--- src/rtl/synth_pkg.sv ---
// Shared synth datapath definitions: gate-state encodings and rectifier ceiling.
package synth_pkg;

  typedef enum logic [1:0] {
    GATE_OFF  = 2'd0,
    GATE_ON   = 2'd1,
    GATE_HOLD = 2'd2
  } gate_state_t;

  localparam logic [7:0] MAG_MAX = 8'd254;

endpackage

--- src/rtl/envelope_detector_if.sv ---
// Sample-in / envelope-out bundle for the envelope detector, plus gate-state debug view.
interface envelope_detector_if;
  import synth_pkg::*;

  // sample_valid is a one-cycle strobe with no ready: a high sample_valid at a rising
  // edge (outside reset) is always consumed; env_valid strobes one cycle later with the
  // updated envelope/gate. All config fields are only looked at while sample_valid is high.
  logic        sample_valid;
  logic [7:0]  sample;
  logic [7:0]  ai;
  logic [7:0]  ri;
  logic [7:0]  thr_on;
  logic [7:0]  thr_off;
  logic [7:0]  hold;
  logic [7:0]  envelope;
  logic        gate;
  logic        env_valid;
  gate_state_t state;

  modport master (
    output sample_valid, sample, ai, ri, thr_on, thr_off, hold,
    input  envelope, gate, env_valid, state
  );

  modport slave (
    input  sample_valid, sample, ai, ri, thr_on, thr_off, hold,
    output envelope, gate, env_valid, state
  );

endinterface

--- src/rtl/env_slew.sv ---
// Combinational full-wave rectifier and saturating attack/release slew limiter.
module env_slew
  import synth_pkg::*;
(
  input  logic [7:0] i_sample,
  input  logic [7:0] i_envelope,
  input  logic [7:0] i_ai,
  input  logic [7:0] i_ri,
  output logic [7:0] o_env_next
);

  logic [6:0]        w_abs;
  logic [7:0]        w_mag;
  logic [8:0]        w_sum;
  logic signed [8:0] w_diff;

  // -128 has no positive counterpart in 8 bits, so it saturates to 127.
  always_comb begin
    if (i_sample == 8'h80)
      w_abs = 7'd127;
    else if (i_sample[7])
      w_abs = 7'(~i_sample[6:0] + 7'd1);
    else
      w_abs = i_sample[6:0];
  end

  assign w_mag  = {w_abs, 1'b0};
  assign w_sum  = {1'b0, i_envelope} + {1'b0, i_ai};
  assign w_diff = $signed({1'b0, i_envelope}) - $signed({1'b0, i_ri});

  always_comb begin
    o_env_next = i_envelope;
    if (w_mag > i_envelope)
      o_env_next = (w_sum > {1'b0, w_mag}) ? w_mag : w_sum[7:0];
    else if (w_mag < i_envelope)
      o_env_next = (w_diff < $signed({1'b0, w_mag})) ? w_mag : w_diff[7:0];
  end

endmodule

--- src/rtl/envelope_detector.sv ---
// Envelope follower with hysteretic gate recovery and hold timer; all state moves on sample strobes.
module envelope_detector
  import synth_pkg::*;
(
  input  logic                clk,
  input  logic                rst,
  envelope_detector_if.slave  bus
);

  logic [7:0]  r_env;
  logic        r_valid;
  gate_state_t r_state;
  logic [7:0]  r_cnt;

  logic [7:0]  w_env_next;
  gate_state_t w_state_next;
  logic [7:0]  w_cnt_next;

  env_slew u_slew (
    .i_sample   (bus.sample),
    .i_envelope (r_env),
    .i_ai       (bus.ai),
    .i_ri       (bus.ri),
    .o_env_next (w_env_next)
  );

  // Thresholds are judged against the envelope being written this strobe.
  always_comb begin
    w_state_next = r_state;
    w_cnt_next   = r_cnt;
    case (r_state)
      GATE_OFF: begin
        if (w_env_next >= bus.thr_on) w_state_next = GATE_ON;
      end
      GATE_ON: begin
        if (w_env_next < bus.thr_off) begin
          if (bus.hold != 8'd0) begin
            w_state_next = GATE_HOLD;
            w_cnt_next   = bus.hold - 8'd1;
          end else begin
            w_state_next = GATE_OFF;
          end
        end
      end
      GATE_HOLD: begin
        if (w_env_next >= bus.thr_on)
          w_state_next = GATE_ON;
        else if (r_cnt == 8'd0)
          w_state_next = GATE_OFF;
        else
          w_cnt_next = r_cnt - 8'd1;
      end
      default: w_state_next = GATE_OFF;
    endcase
  end

  always_ff @(posedge clk) begin
    if (!rst) begin
      r_env   <= 8'd0;
      r_valid <= 1'b0;
      r_state <= GATE_OFF;
      r_cnt   <= 8'd0;
    end else begin
      r_valid <= bus.sample_valid;
      if (bus.sample_valid) begin
        r_env   <= w_env_next;
        r_state <= w_state_next;
        r_cnt   <= w_cnt_next;
      end
    end
  end

  assign bus.envelope  = r_env;
  assign bus.env_valid = r_valid;
  assign bus.gate      = (r_state != GATE_OFF);
  assign bus.state     = r_state;

endmodule

--- src/flat_wrapper.sv ---
// flat-port wrapper written by rule: the top's interface ports become plain ports
module envelope_detector_flat import synth_pkg::*;
  (clk, rst, bus_sample_valid, bus_sample, bus_ai, bus_ri, bus_thr_on, bus_thr_off, bus_hold, bus_envelope, bus_gate, bus_env_valid, bus_state);
  envelope_detector_if bus_i ();
  input  logic clk;
  input  logic rst;
  input wire logic [$bits(bus_i.sample_valid)-1:0] bus_sample_valid;
  input wire logic [$bits(bus_i.sample)-1:0] bus_sample;
  input wire logic [$bits(bus_i.ai)-1:0] bus_ai;
  input wire logic [$bits(bus_i.ri)-1:0] bus_ri;
  input wire logic [$bits(bus_i.thr_on)-1:0] bus_thr_on;
  input wire logic [$bits(bus_i.thr_off)-1:0] bus_thr_off;
  input wire logic [$bits(bus_i.hold)-1:0] bus_hold;
  output wire logic [$bits(bus_i.envelope)-1:0] bus_envelope;
  output wire logic [$bits(bus_i.gate)-1:0] bus_gate;
  output wire logic [$bits(bus_i.env_valid)-1:0] bus_env_valid;
  output wire logic [$bits(bus_i.state)-1:0] bus_state;
  assign bus_i.sample_valid = bus_sample_valid;
  assign bus_i.sample = bus_sample;
  assign bus_i.ai = bus_ai;
  assign bus_i.ri = bus_ri;
  assign bus_i.thr_on = bus_thr_on;
  assign bus_i.thr_off = bus_thr_off;
  assign bus_i.hold = bus_hold;
  assign bus_envelope = bus_i.envelope;
  assign bus_gate = bus_i.gate;
  assign bus_env_valid = bus_i.env_valid;
  assign bus_state = bus_i.state;
  envelope_detector u_core (.clk(clk), .rst(rst), .bus(bus_i));
endmodule
--- config.mk ---
export PLATFORM = sky130hd
export DESIGN_NAME = envelope_detector_flat
export DESIGN_NICKNAME = d
export VERILOG_FILES = /design/src/rtl/synth_pkg.sv /design/src/rtl/envelope_detector_if.sv /design/src/rtl/env_slew.sv /design/src/rtl/envelope_detector.sv /design/src/flat_wrapper.sv
export SDC_FILE = /design/constraint.sdc
export NUM_CORES = 1
export LEC_CHECK = 0
export CORE_MARGIN = 3
export CORE_UTILIZATION = 32
export DETAILED_ROUTE_END_ITERATION = 6
export PLACE_DENSITY = 0.55
export SLEW_MARGIN = 30
export SYNTH_ARGS = -nofsm -noshare
export SYNTH_HDL_FRONTEND = slang
export SYNTH_SLANG_ARGS = --single-unit
--- constraint.sdc ---
create_clock -name clk -period 8.4 [get_ports clk]
set_input_delay 1.68 -clock clk [delete_from_list [all_inputs] [get_ports clk]]
set_output_delay 1.68 -clock clk [all_outputs]
set_load 0.01 [all_outputs]
==> results_dict.tcl <==
set metrics [dict create \
    drt-initial-drc-count 129 \
    gp_congestion 0.929 \
    io_buffer_count 62 \
    num_antenna_cells 0 \
    min_period_over_period_pct 91.3 \
    met1_usage_pct 22.3 \
    first_pass_iters 4 \
    power.leakage_nw 1.87 \
    worst_pin_slew_ns 0.802 \
    final_cells 592 \
    ant_nets 0 \
    clock_tree.buffer_depth 2 \
    global_routing_met2_resource_utilization_pct 30.8 \
    first_global_vias 3194 \
    yosys.area_share.xor_xnor_pct 3.63 \
    clock_power_share_pct 5.8 \
    avgSynthCellArea_um2 7.77 \
    final_setup_violations 0 \
    routed-via-count 3129 \
    nFillCells 1031 \
    totalNegativeSetupSlack_ns 0 \
    asyncSetResetFlopFracSynth_pct 0 \
    clkLatencyLatePin_ns 0.27 \
    dieWidth_um 105 \
    finalMaxSlewViolations 0 \
    endpoint_kind "flip-flop" \
    status "completed" \
    globalRoute.totalOverflow 0 \
    power.net_switching_w 0.000618 \
    post_synth_mux_area_share_pct 6.10 \
    hold_buffer_count_at_cts 0 \
    final.hold.worst_slack_ns 0.537 \
    power.switching_fraction_pct 51.1 \
    yosys_warnings 0 \
    postSynthCellCount 404 \
    yosys_register_bits 19 \
    slew_headroom_pct 45.9 \
    irDropWorstVdd_v 0.000107 \
    yosys.area_share.simple_pct 21.2 \
    cellPowerDensity_nw_per_um2 308 \
    mostFrequentLayoutCell "clkdlybuf4s50_1" \
    grt_first_pass_wirelength_um 15700 \
    post_cts.repair.setup_buffers 0 \
    clock_sinks 19 \
    largest_family_of_logic_cells_by_synthesized_area "compound AO/OA/AOI/OAI gates" \
    holdCritPathClass "flip-flop to flip-flop" \
    postSynth.topFlopCell "dfxtp_1" \
    drt-wirelength-per-cell_um 15.8 \
    cts_htree_levels 1 \
    finalWorstPathRequiredPeriod_ns 7.67 \
    rsz_0062_raised_after_global_routing "false" \
    mostFrequentLayoutCells "clkdlybuf4s50_1 (62), ha_1 (53), inv_1 (50), nor2_1 (34), nand2_1 (29)" \
    initial_utilization_pct 33.5 \
    wl_um 9340 \
    global_route.peak_usage_layer "met2" \
    timing.critical_path.slowest_cell_delay_ns 0.46 \
    final_hold_viol_count 0 \
    power_frac_seq_pct 13.8 \
    clk_pin_slew_ns 0.09 \
    fp.dieH_um 105 \
    cap_violations 0 \
    design.final.nets 570 \
    post_synth_instance_area_um2 3140 \
    antenna_found_initial 0 \
    rrSetupSlack_ns 2.23 \
    cp.required_ns 8.57 \
    critical_path.max_fanout 15 \
    postCtsResizedCells 0 \
    post-dp-hpwl_um 7830 \
    place.detailed.instances 588 \
    grt_max_degree 16 \
    die_area_um2 11000 \
    cpMaxStageDelayCell "or4_4" \
    critPathBufInv 3 \
    cts_made_buffers 3 \
    synth-edff-count 0 \
    utilization_pct 42.0 \
    design_area_um2 3940 \
    pin_count 63 \
    drive_gt1_share_pct 5.18 \
    core.rowCount 35 \
    fmax_ghz 0.130 \
    drc 0 \
    met3_usage_pct 2.16 \
    p_int_w 0.000593 \
    post_dp_cell_area_um2 3890 \
    synth_seq_area_share_pct 12.1 \
    area_growth_pct 25.4 \
    worstSetupPathType "input pin to flip-flop" \
    yosys.cell_types.count 74 \
    multi_input_comb_area_um2 2530 \
    track_usage_pct 17.1 \
    seqCellArea_um2 380 \
    post-synth-top-area-cell "ha_1" \
    power.combinational.fraction_pct 80.4 \
    ctsRootBufferMaster "clkbuf_8" \
    core_area_um2 9370 \
    synth.top_cell.area_share_pct 21.1 \
    synth_top_cells_by_area "ha_1 (21%), dfxtp_1 (12%), inv_1 (6.0%)" \
    synthesis.nets 510 \
    clock_skew_ns 0.0137 \
    critPathLaunchType "input pin" \
    post_drt_via_cell_ratio 5.29 \
    critical_path.most_common_cell "ha_1" \
    post_synth_fa_ha_maj_area_fraction_pct 22.4 \
    timing.critical_path.arrival_ns 7.84 \
    gate_family_responsible_for_the_most_delay_along_the_worst_path "compound AO/OA/AOI/OAI gates" \
    synth_compound_gate_area_share_pct 27.1 \
    tritoncts_clock_tree "done" \
]
## power groups by stage
stage	Clock [W]	Sequential, W	Combinational (W)
final	0.0000703	0.000167	0.000974
after global routing	0.0000760	0.000172	0.00110
after CTS	0.0000724	0.000167	0.000978
after detailed placement	0	0.000169	0.000972
after global placement	0	0.000169	0.000972
after floorplan	0	0.000154	0.000704
## routing by layer
metal  vias up  part of all wire (%)
li1       1611                     -
met1      1445                    46
met2        64                    49
met3         9                   4.2
met4         0                   1.3
met5         -                     0
## worst min-delay path: stages (launching register included)
cell	delay [ns]
dfxtp_1	0.34
nor2_1	0.10
a211oi_1	0.05
## synthesized netlist by cell type, types with 3 or more instances
| cell | instances |
|---|---|
| nor2_1 | 34 |
| ha_1 | 53 |
| a211oi_1 | 3 |
| clkbuf_1 | 3 |
| a21oi_1 | 19 |
| o211ai_1 | 3 |
| o2111a_1 | 3 |
| a2111oi_0 | 3 |
| o21a_1 | 6 |
| and4b_1 | 3 |
| o31ai_1 | 3 |
| dfxtp_1 | 19 |
| nor3_1 | 8 |
| nand4_1 | 3 |
| and3_1 | 5 |
| nand2b_1 | 6 |
| inv_1 | 50 |
| o21ai_0 | 15 |
| xnor2_1 | 9 |
| a211o_1 | 3 |
| a21o_1 | 8 |
| a21boi_0 | 7 |
| a221oi_1 | 4 |
| xor2_1 | 4 |
| mux2i_1 | 18 |
| nand2_1 | 29 |
| nand4b_1 | 3 |
| o31a_1 | 6 |
| o311ai_0 | 3 |
| or2_2 | 4 |
| nand3_1 | 7 |
| nor2b_1 | 5 |
| nor4_1 | 5 |
## cells by family after synthesis
kind of cell,count (synthesis)
fa+ha+maj,55
buf+inv,59
xor+xnor,13
compound gates,111
flops,19
simple gates,128
mux,19
## state kept, by name, summed over array words and instances (netlist names)
signal,cells
u_core.bus.envelope,8
u_core.bus.env_valid,1
u_core.bus.state,2
u_core.r_cnt,8
## stage by stage
step | power, W | worst slack, ns
after floorplan | 0.000858 | 1.47
after global placement | 0.00114 | 0.615
after detailed placement | 0.00114 | 0.372
after CTS | 0.00122 | 0.684
after global routing | 0.00135 | 0.244
final | 0.00121 | 0.731
## final timing paths
| check | endpoint | startpoint | cells after the start |
|---|---|---|---|
| max | u_core.r_cnt[2] | bus_sample[0] | 26 |
| min | u_core.r_cnt[1] | u_core.r_cnt[1] | 2 |
| max reg2reg | u_core.r_cnt[2] | u_core.bus.envelope[1] | 24 |
| min reg2reg | u_core.r_cnt[1] | u_core.r_cnt[1] | 2 |
## area by class of cell
class	instances	share of cell area, %
Multi-Input combinational cell	326	64.2
Inverter	51	4.86
Timing Repair Buffer	63	16.0
Tap cell	129	4.10
Clock inverter	1	0.191
Clock buffer	3	1.05
Sequential cell	19	9.66
(Power assumes the default switching activity.)
==> variant: new RTL, same flow settings <==
Reset style: asynchronous (`rst`), changed in one clocked block.
--- a/src/rtl/envelope_detector.sv
+++ b/src/rtl/envelope_detector.sv
@@ -56,3 +56,3 @@
 
-  always_ff @(posedge clk) begin
+  always_ff @(posedge clk or negedge rst) begin
     if (!rst) begin
Function: differs if rst is asserted again (counterexample within 4 cycles, from zero or initial values and one cycle with rst low); with rst held inactive, the same outputs for 10 cycles.
==> variant against the unedited design <==
Fmax grew 0.36%. Routed wire length is 8.8% lower. Largest cell class unchanged. Register-to-register slack better by 0.10 ns. Final area fell by 1.0%. Sequential cell count unchanged. Critical endpoint is now u_core.r_cnt[2]$_DFFE_PN0P_. Via count fell by 7.0%. Worst setup slack better by 0.028 ns. Power increased by 30%. Synthesized area shrank 1.4%. Count of clock-buffer cells in the layout rose by 1. Non-clock buffer count rose by 1.
==> variant: results (changes against the unedited design) <==
Slowest stage delay, CP: 0.61 ns (+0.15 ns)
M3 GR Usage: 1.68% (-0.49 points)
Layout cells sized above 1: 4.32% (-0.87 points)
Crit path DAT: 7.80 ns (-0.04 ns)
Area of the mapped netlist: 3100 um2 (-1.4%)
Syn_nets: 490 (-3.9%)
Final net count: 551 (-3.3%)
Tot GR Track Use: 15.6% (-1.5 points)
Clk slew on worst S/H paths: 0.07 ns (-0.02 ns)
Synth cell count leaders: ha_1, inv_1, a21oi_1, nor2_1, nand2_1
Slew HR: 56.3% (+10 points)
Sequential Area: 475 um2 (+25%)
Post-synthesis async set-or-reset flop share: 100% (+100 points)
M1 GR Usage: 21.1% (-1.2 points)
M1 WL: 4040 um (-5.9%)
Peak VDD IR: 0.000173 V (+61%)
First-pass GRT wire length: 14300 um (-8.8%)
Routed wl met2: 4100 um (-9.6%)
Register area share after synthesis: 15.3% (+3.2 points)
Filler cells: 969 (-6.0%)
Post-Route Utilization: 41.8% (-0.25 points)
Gpl congestion: 0.978 (+5.3%)
Reg-to-Reg Start: u_core.bus.envelope[1]$_DFFE_PN0P_
Clock skew: 0.00192 ns (-0.0118 ns)
First-iteration detailed-routing DRC count: 109 (-16%)
Met3 WL: 355 um (-11%)
Synth top area cells: ha_1, dfrtp_1, mux2i_1
GRT met2 Usage: 27.8% (-2.9 points)
FF+latch count: 19 (unchanged)
Vias: 2911 (-7.0%)
#MultiIn Comb: 307 (-5.8%)
Max Fanout on Critical Path: 8 (-7)
Cell Area, Placed: 3860 um2 (-0.77%)
Status: finished, final reports clean
Leak Pwr: 1.80 nW (-3.5%)
Master of the slowest instance on the critical path: or4_1
Distinct cells, synth: 64 (-14%)
Non-clk bufs: 64 (+1.6%)
FF-to-FF End: u_core.r_cnt[2]$_DFFE_PN0P_
Register-to-register setup slack: 2.33 ns (+0.10 ns)
Sw frac: 51.6% (+0.50 points)
Signal inverters: 46 (-9.8%)
Fraction of standard cell area in multi-input logic: 61.9% (-2.3 points)
Worst hold endpoint: u_core.r_cnt[7]$_DFFE_PN0P_
## variant: cell count changes after synthesis, moves of 6 or more
| cell | unedited run | this run |
|---|---|---|
| o21ai_0 | 15 | 22 |
| dfrtp_1 | 0 | 19 |
| dfxtp_1 | 19 | 0 |
| nor2_1 | 34 | 24 |
| a21boi_0 | 7 | 0 |
| a21oi_1 | 19 | 27 |
| nand2_1 | 29 | 23 |
## variant: worst max-delay path by stage
stage / slack [ns] / start / endpoint / cells after the start
after floorplan: 1.53 / bus_sample[0] / u_core.r_cnt[0]$_DFFE_PN0P_ / 25
after global placement: 0.72 / bus_sample[0] / u_core.r_cnt[0]$_DFFE_PN0P_ / 24
after detailed placement: 0.58 / bus_sample[0] / u_core.r_cnt[2]$_DFFE_PN0P_ / 25
after CTS: 0.84 / bus_sample[0] / u_core.r_cnt[2]$_DFFE_PN0P_ / 25
after global routing: 0.31 / bus_sample[0] / u_core.r_cnt[2]$_DFFE_PN0P_ / 25
final: 0.76 / bus_sample[0] / u_core.r_cnt[2]$_DFFE_PN0P_ / 25
## variant: cell families (layout without fill, tap and decap cells)
| group | count (synthesis) | in the layout | share of synthesized area (%) |
|---|---|---|---|
| xor+xnor | 17 | 17 | 4.81 |
| buf+inv | 54 | 114 | 6.83 |
| fa+ha+maj | 59 | 59 | 24.3 |
| simple gates | 100 | 100 | 16.7 |
| compound gates | 108 | 108 | 24.4 |
| flops | 19 | 19 | 15.3 |
| mux | 23 | 23 | 7.67 |
## variant: per-stage QoR
step	std cells	setup slack (ns)	total power [mW]	hold slack [ns]
CTS	569	0.837	1.57	0.505
floorplan	380	1.53	1.13	0.456
global placement	565	0.719	1.48	0.491
global route	569	0.307	1.76	0.536
finish	569	0.759	1.57	0.503
detailed placement	565	0.585	1.50	0.487
